==> src/rtl/prince_ti_round_ctrl.sv <==
// rtl/prince_ti_round_ctrl.sv - round sequencer for the 3-share TI PRINCE datapath
module prince_ti_round_ctrl #(
  parameter int SBOX_STAGES = 2
) (
  input  logic       i_clk,
  input  logic       i_rst,
  input  logic       i_start,
  input  logic       i_rng_valid,
  output logic       o_rng_req,
  output logic       o_load,
  output logic       o_sbox_en,
  output logic       o_sbox_inv,
  output logic       o_lin_en,
  output logic [1:0] o_lin_sel,
  output logic [3:0] o_rc_idx,
  output logic       o_final,
  output logic       o_busy,
  output logic       o_done
);

  localparam int SW = (SBOX_STAGES > 1) ? $clog2(SBOX_STAGES) : 1;
  localparam logic [SW-1:0] S_LAST = SW'(SBOX_STAGES - 1);

  typedef enum logic [3:0] {
    IDLE, LOAD, F_SB, F_LIN, M_SB, M_LIN, M_SBI, B_LIN, B_SBI, FINAL, DONE
  } state_t;

  state_t        state, state_nx;
  logic [3:0]    r, r_nx;
  logic [SW-1:0] s, s_nx;
  logic          sb_last;

  // State, round and stage registers; reset aborts any operation in flight
  always_ff @(posedge i_clk) begin
    if (i_rst) begin
      state <= IDLE;
      r     <= 4'd0;
      s     <= '0;
    end else begin
      state <= state_nx;
      r     <= r_nx;
      s     <= s_nx;
    end
  end

  // Next-state and control decode; only o_sbox_en looks at i_rng_valid
  always_comb begin
    state_nx   = state;
    r_nx       = r;
    s_nx       = s;
    o_rng_req  = 1'b0;
    o_load     = 1'b0;
    o_sbox_en  = 1'b0;
    o_sbox_inv = 1'b0;
    o_lin_en   = 1'b0;
    o_lin_sel  = 2'd0;
    o_rc_idx   = 4'd0;
    o_final    = 1'b0;
    o_busy     = 1'b0;
    o_done     = 1'b0;
    sb_last    = 1'b0;

    case (state)
      IDLE: begin
        if (i_start) begin
          state_nx = LOAD;
          r_nx     = 4'd1;
          s_nx     = '0;
        end
      end

      LOAD: begin
        o_load   = 1'b1;
        o_busy   = 1'b1;
        state_nx = F_SB;
      end

      F_SB, M_SB, M_SBI, B_SBI: begin
        o_busy     = 1'b1;
        o_rng_req  = 1'b1;
        o_sbox_inv = (state == M_SBI) || (state == B_SBI);
        // Without fresh masks the whole sequencer freezes in place
        if (i_rng_valid) begin
          o_sbox_en = 1'b1;
          if (s == S_LAST) begin
            s_nx    = '0;
            sb_last = 1'b1;
          end else begin
            s_nx = s + 1'b1;
          end
        end
        if (sb_last) begin
          case (state)
            F_SB:  state_nx = F_LIN;
            M_SB:  state_nx = M_LIN;
            M_SBI: begin
              state_nx = B_LIN;
              r_nx     = 4'd6;
            end
            default: begin
              if (r == 4'd10) begin
                state_nx = FINAL;
              end else begin
                r_nx     = r + 4'd1;
                state_nx = B_LIN;
              end
            end
          endcase
        end
      end

      F_LIN: begin
        o_busy    = 1'b1;
        o_lin_en  = 1'b1;
        o_lin_sel = 2'd0;
        o_rc_idx  = r;
        if (r == 4'd5) begin
          state_nx = M_SB;
        end else begin
          r_nx     = r + 4'd1;
          state_nx = F_SB;
        end
      end

      M_LIN: begin
        o_busy    = 1'b1;
        o_lin_en  = 1'b1;
        o_lin_sel = 2'd1;
        state_nx  = M_SBI;
      end

      B_LIN: begin
        o_busy    = 1'b1;
        o_lin_en  = 1'b1;
        o_lin_sel = 2'd2;
        o_rc_idx  = r;
        state_nx  = B_SBI;
      end

      FINAL: begin
        o_busy   = 1'b1;
        o_final  = 1'b1;
        o_rc_idx = 4'd11;
        state_nx = DONE;
      end

      DONE: begin
        o_done   = 1'b1;
        r_nx     = 4'd0;
        state_nx = IDLE;
      end

      default: begin
        state_nx = IDLE;
        r_nx     = 4'd0;
        s_nx     = '0;
      end
    endcase
  end

endmodule

==> config.mk <==
export PLATFORM = sky130hd
export DESIGN_NAME = prince_ti_round_ctrl
export DESIGN_NICKNAME = d
export VERILOG_FILES = /design/src/rtl/prince_ti_round_ctrl.sv
export SDC_FILE = /design/constraint.sdc
export NUM_CORES = 1
export LEC_CHECK = 0
export BUFFER_PORTS_ARGS = -buffer_cell sky130_fd_sc_hd__buf_2
export CAP_MARGIN = 40
export CORE_AREA = 5 5 50 52
export CTS_BUF_LIST = sky130_fd_sc_hd__clkbuf_4
export CTS_CLUSTER_DIAMETER = 60
export DETAILED_ROUTE_END_ITERATION = 12
export DIE_AREA = 0 0 55 57
export PLACE_DENSITY_LB_ADDON = 0.2
export SYNTH_ARGS = -nofsm -noshare
export SYNTH_HDL_FRONTEND = slang
export SYNTH_SLANG_ARGS = --single-unit
==> constraint.sdc <==
create_clock -name i_clk -period 2.67 [get_ports i_clk]
set_clock_uncertainty 0.1 [all_clocks]
set_input_delay 0.1335 -clock i_clk [delete_from_list [all_inputs] [get_ports i_clk]]
set_output_delay 0.1335 -clock i_clk [all_outputs]
set_load 0.005 [all_outputs]
---- Word-level counts from Yosys, hierarchy flattened ----
Cells that the tools add are included.
word-level totals
  bits in registers ....................... 9
  bits of input ports ..................... 4
  output and inout port bits .............. 14
operators by class
  add/sub/neg operators ................... 2
  equal/unequal tests ..................... 18
  muxes and demuxes ....................... 29
  bitwise gates (word level) .............. 2
  reductions and logical operators ........ 12
operator list
  kind                 count
  $pmux 4 s7           1
  $mux 4               6
  $eq 4x3->1 const B   5
  $eq 4x4->1 const B   4
  $pmux 4 s2           2
  $pmux 4 s4           1
  $mux 1               15
  $pmux 4 s3           1
  $ne 2x2->1 const B   5
  $reduce_or 9->1      1
  $eq 4x2->1 const B   2
  $reduce_or 4->1      2
  $reduce_and 6->1     1
  $reduce_or 6->1      1
  $add 4x1->4 const B  1
  $eq 4x1->1 const B   1
  $logic_not 4->1      1
  $pmux 2 s2           1
  $reduce_or 2->1      2
  $mux 3               1
  $ne 3x3->1 const B   1
  $pmux 1 s3           1
  $reduce_and 3->1     1
  $reduce_or 3->1      1
  other kinds (4)      5

---- Depth between registers and ports, before layout ----
  word-level depth ........................ 5
  gate-level depth with buffers ........... 8

---- Worst setup path after synthesis ----
Ideal clock, no wire load.
  kind .................................... register to register
  start point ............................. reg r[1]
  end point ............................... reg r[3]
  setup time .............................. 0.070 ns
  arrival time ............................ 2.128 ns
  data required time ...................... 2.500 ns
  path slack .............................. 0.372 ns
  cell stages (with the launch flop) ...... 8
  buffers on the path ..................... 0
  clock period less this slack ............ 2.298 ns
  path through ............................ dfxtp_1 inv_1 ha_1 and3b_2 or3_1 a311o_1 or4_1 a21oi_1
between the ends
  word-level cells in the longest chain between the ends .. 5
  elaborated cells between the ends (all ways) .. 11
  those cells by class .................... 1 x add/sub; 4 x eq/ne; 5 x mux; 1 x reduce/logical
RTL lines
  element                 line      text
  start, declared         29        logic [3:0] r, r_nx;
  start signal, assigned  41        r <= r_nx;
  $add 4x1->4             104, 120
  $mux 4                  101       if (r == 4'd10) begin
  $pmux 4 s2              93        case (state)
  $mux 4                  92        if (sb_last) begin
  $pmux 4 s4              63        case (state)
Parallel ways exist; a longest one is shown, timed or not. The select of a mux whose other input is x is not followed.
A chain may end at the register's enable or synchronous reset.

---- Worst setup path after layout ----
Same ends and word-level chain as after synthesis.

==> impl_metrics.py <==
metrics = {
    "yosys": {
        "yosys.area_share.simple": 0.337,
        "synth_top_family_by_area": "simple AND/OR/NAND/NOR gates",
        "synth_top_cell_by_area": "dfxtp_1",
        "ys_warn_count": 0,
        "synthXorXnorAreaFrac": 0.0207,
        "ys_ff_latch": 9,
        "synth-compound-area-share": 0.278,
        "syn_nets": 128,
        "yosys.area.top_type_share": 0.213,
        "synthMuxAreaShare": 0.0251,
        "syn_area_per_cell_um2": 6.99,
        "synthCells": 121,
        "yosysUniqueCellTypes": 44,
        "ys_top_cells_by_area": "dfxtp_1 21%, a21oi_1 7.7%, nor2_1 5.3%",
        "synthAdderAreaFrac": 0.0444,
        "netlist_area_um2": 846,
        "yosysSeqAreaShare": 0.213,
    },
    "clock_network": {
        "hold_buffers": 0,
        "cts_tree": "done",
        "cts_sinks": 9,
        "cts-root-buf": "clkbuf_4",
        "clk_latency_ns": 0.27,
        "cts_made_buffers": 3,
        "cts_setup_buffers": 0,
        "cts_resized": 0,
        "htreeDepth": 1,
        "clockBufferDepth": 2,
        "clkTransAtPathRegs_ns": 0.06,
    },
    "placed_design": {
        "detailedPlacementHpwl_mm": 1.67,
        "place_inst": 161,
        "gp_congestion": 0.892,
        "portBuffers": 17,
    },
    "final_layout": {
        "drive_above_1_share": 0.248,
        "synthToLayoutAreaGrowth_pct": 17.2,
        "antennaDiodeCount": 0,
        "multi_input_area_um2": 597,
        "fin_nets": 145,
        "num-fill-cells": 234,
        "final_cell_count_no_fill": 165,
        "layout_common_cells": "17 x buf_2, 13 x a21oi_1, 12 x nor2_1",
        "regArea_um2": 180,
        "postLayoutCoreUtil": 0.480,
        "layout_commonest_cell": "buf_2",
    },
    "grt": {
        "antenna_found_initial": 0,
        "grt_pass1_wl_mm": 3.65,
        "overflow": 0,
        "grt_pass1_vias": 848,
        "grt_max_degree": 16,
        "grt_usage": 0.159,
    },
    "timing": {
        "report.final.slew_viol_count": 0,
        "worst_pin_slew_ns": 0.583,
        "hold_viol_final": 0,
        "max_freq_mhz": 415,
        "post-route-period-util": 0.903,
        "min_period_ns": 2.41,
        "setup_violations": 0,
        "slew_headroom": 0.608,
        "fin_hold_ws_ns": 0.0462,
        "tns_ns": 0,
        "rsz0062_at_grt": "no",
    },
    "power_and_ir_drop": {
        "leakagePower_nw": 0.407,
        "vdd_drop_max_mv": 0.382,
        "power_density_mw_per_mm2": 658,
    },
    "setup_path": {
        "worstSetupEndpointType": "flip-flop",
        "crit_path_max_fanout": 8,
        "r2r-end": "r[3]",
        "timing.rr.start": "r[1]",
        "r2r.worst_path.cells": 7,
        "r2r_slack_ns": 0.26,
        "cp.arrival_ns": 2.51,
        "worstSetupPathType": "reg -> reg",
        "crit_path_start_kind": "flip-flop",
        "worstPathRequired_ns": 2.77,
    },
    "hold_path": {
        "min_path_type": "in -> reg",
        "hold-path-cell-count": 2,
        "min_from": "i_rst",
        "hold_path_end": "state[2]",
    },
    "drt": {
        "drt.antenna.violating_nets": 0,
        "wl_per_cell_um": 13.4,
        "vias": 917,
        "wl_mm": 2.21,
        "drc": 0,
        "dr.pass1.iters": 4,
        "via_per_inst": 5.56,
        "drtIter0Drc": 15,
    },
    "run": {
        "maxCapViolations": 0,
    },
    "die": {
        "core.rowCount": 17,
        "die_x_um": 55,
        "initial_core_util": 0.410,
        "coreArea_mm2": 0.00206,
        "die_area_mm2": 0.00314,
        "ioPinCount": 18,
        "die_y_um": 57,
    },
    "outcome": {
        "status": "finished, final reports clean",
    },
}
[synth_stat cells (all sizes together)]
master,count
xnor2,1
o211a,1
o32ai,1
nor4,2
inv,4
nor3,6
and2,1
nand3,5
a21bo,1
and3,1
or3,2
a311o,2
nand3b,1
clkinv,1
or4,1
clkbuf,8
nor2,12
nand4,1
a21oi,13
xor2,1
o22ai,3
nand2b,4
or2,2
and3b,1
o21ai,4
nor3b,1
nand2,9
ha,3
o32a,2
or3b,1
nor2b,3
buf,3
a311oi,1
o211ai,1
o2111ai,1
or2b,1
a211oi,3
o21a,2
dfxtp,9
mux2,1
mux2i,1
[flip-flops by register name (all words and copies together) (netlist names)]
register  cells
r             4
s             1
state         4
[stage by stage]
step                      power [mW]  worst slack [ns]  area (µm²)
after floorplan                0.445             0.372         846
after global placement         0.529             0.302         961
after detailed placement       0.536             0.264         961
after CTS                      0.657             0.252         991
after global routing           0.716             0.128         991
final                          0.652             0.258         991
[metal layers]
| metal | vias up | part of all wire | global-route usage |
|---|---|---|---|
| met1 | 413 | 0.44 | 0.190 |
| met2 | 23 | 0.48 | 0.240 |
| li1 | 472 | - | - |
| met3 | 9 | 0.052 | 0.0574 |
| met5 | - | 0 | 0 |
| met4 | 0 | 0.032 | 0.0868 |
[power by group]
part	internal [mW]	leakage [nW]	total (mW)	switching [mW]
clock	0.0679	0.0184	0.119	0.0508
combinational	0.146	0.315	0.318	0.172
sequential	0.162	0.0736	0.215	0.0529
[critical path, stage by stage (launching register included)]
cell and delay (ns):
dfxtp_1 0.39, inv_1 0.08, ha_1 0.17, and3b_2 0.21, or3_1 0.30, a311o_1 0.45
or4_1 0.52, a21oi_1 0.13
[cells by family after synthesis]
| group | after synthesis |
|---|---|
| adder cells (fa/ha/maj) | 3 |
| buffers and inverters | 16 |
| AO/OA/AOI/OAI | 35 |
| multiplexers | 2 |
| XOR/XNOR | 2 |
| AND/OR/NAND/NOR | 54 |
| flip-flops | 9 |
[cell type report]
class,instances,area share
flip-flops and latches,9,0.182
multi-input cells,96,0.602
well taps,28,0.0354
repair buffers,23,0.131
inverters,5,0.0189
clock buffers,4,0.0303
[worst max-delay path by stage]
stage	cells after the start	start	to	slack (ns)
floorplan	7	r[1]	r[3]	0.37
global placement	7	r[1]	r[3]	0.30
detailed placement	7	r[1]	r[3]	0.26
CTS	7	r[1]	r[3]	0.25
global route	7	r[1]	r[3]	0.13
finish	7	r[1]	r[3]	0.26
No activity file was read; power rests on OpenSTA's default activity.
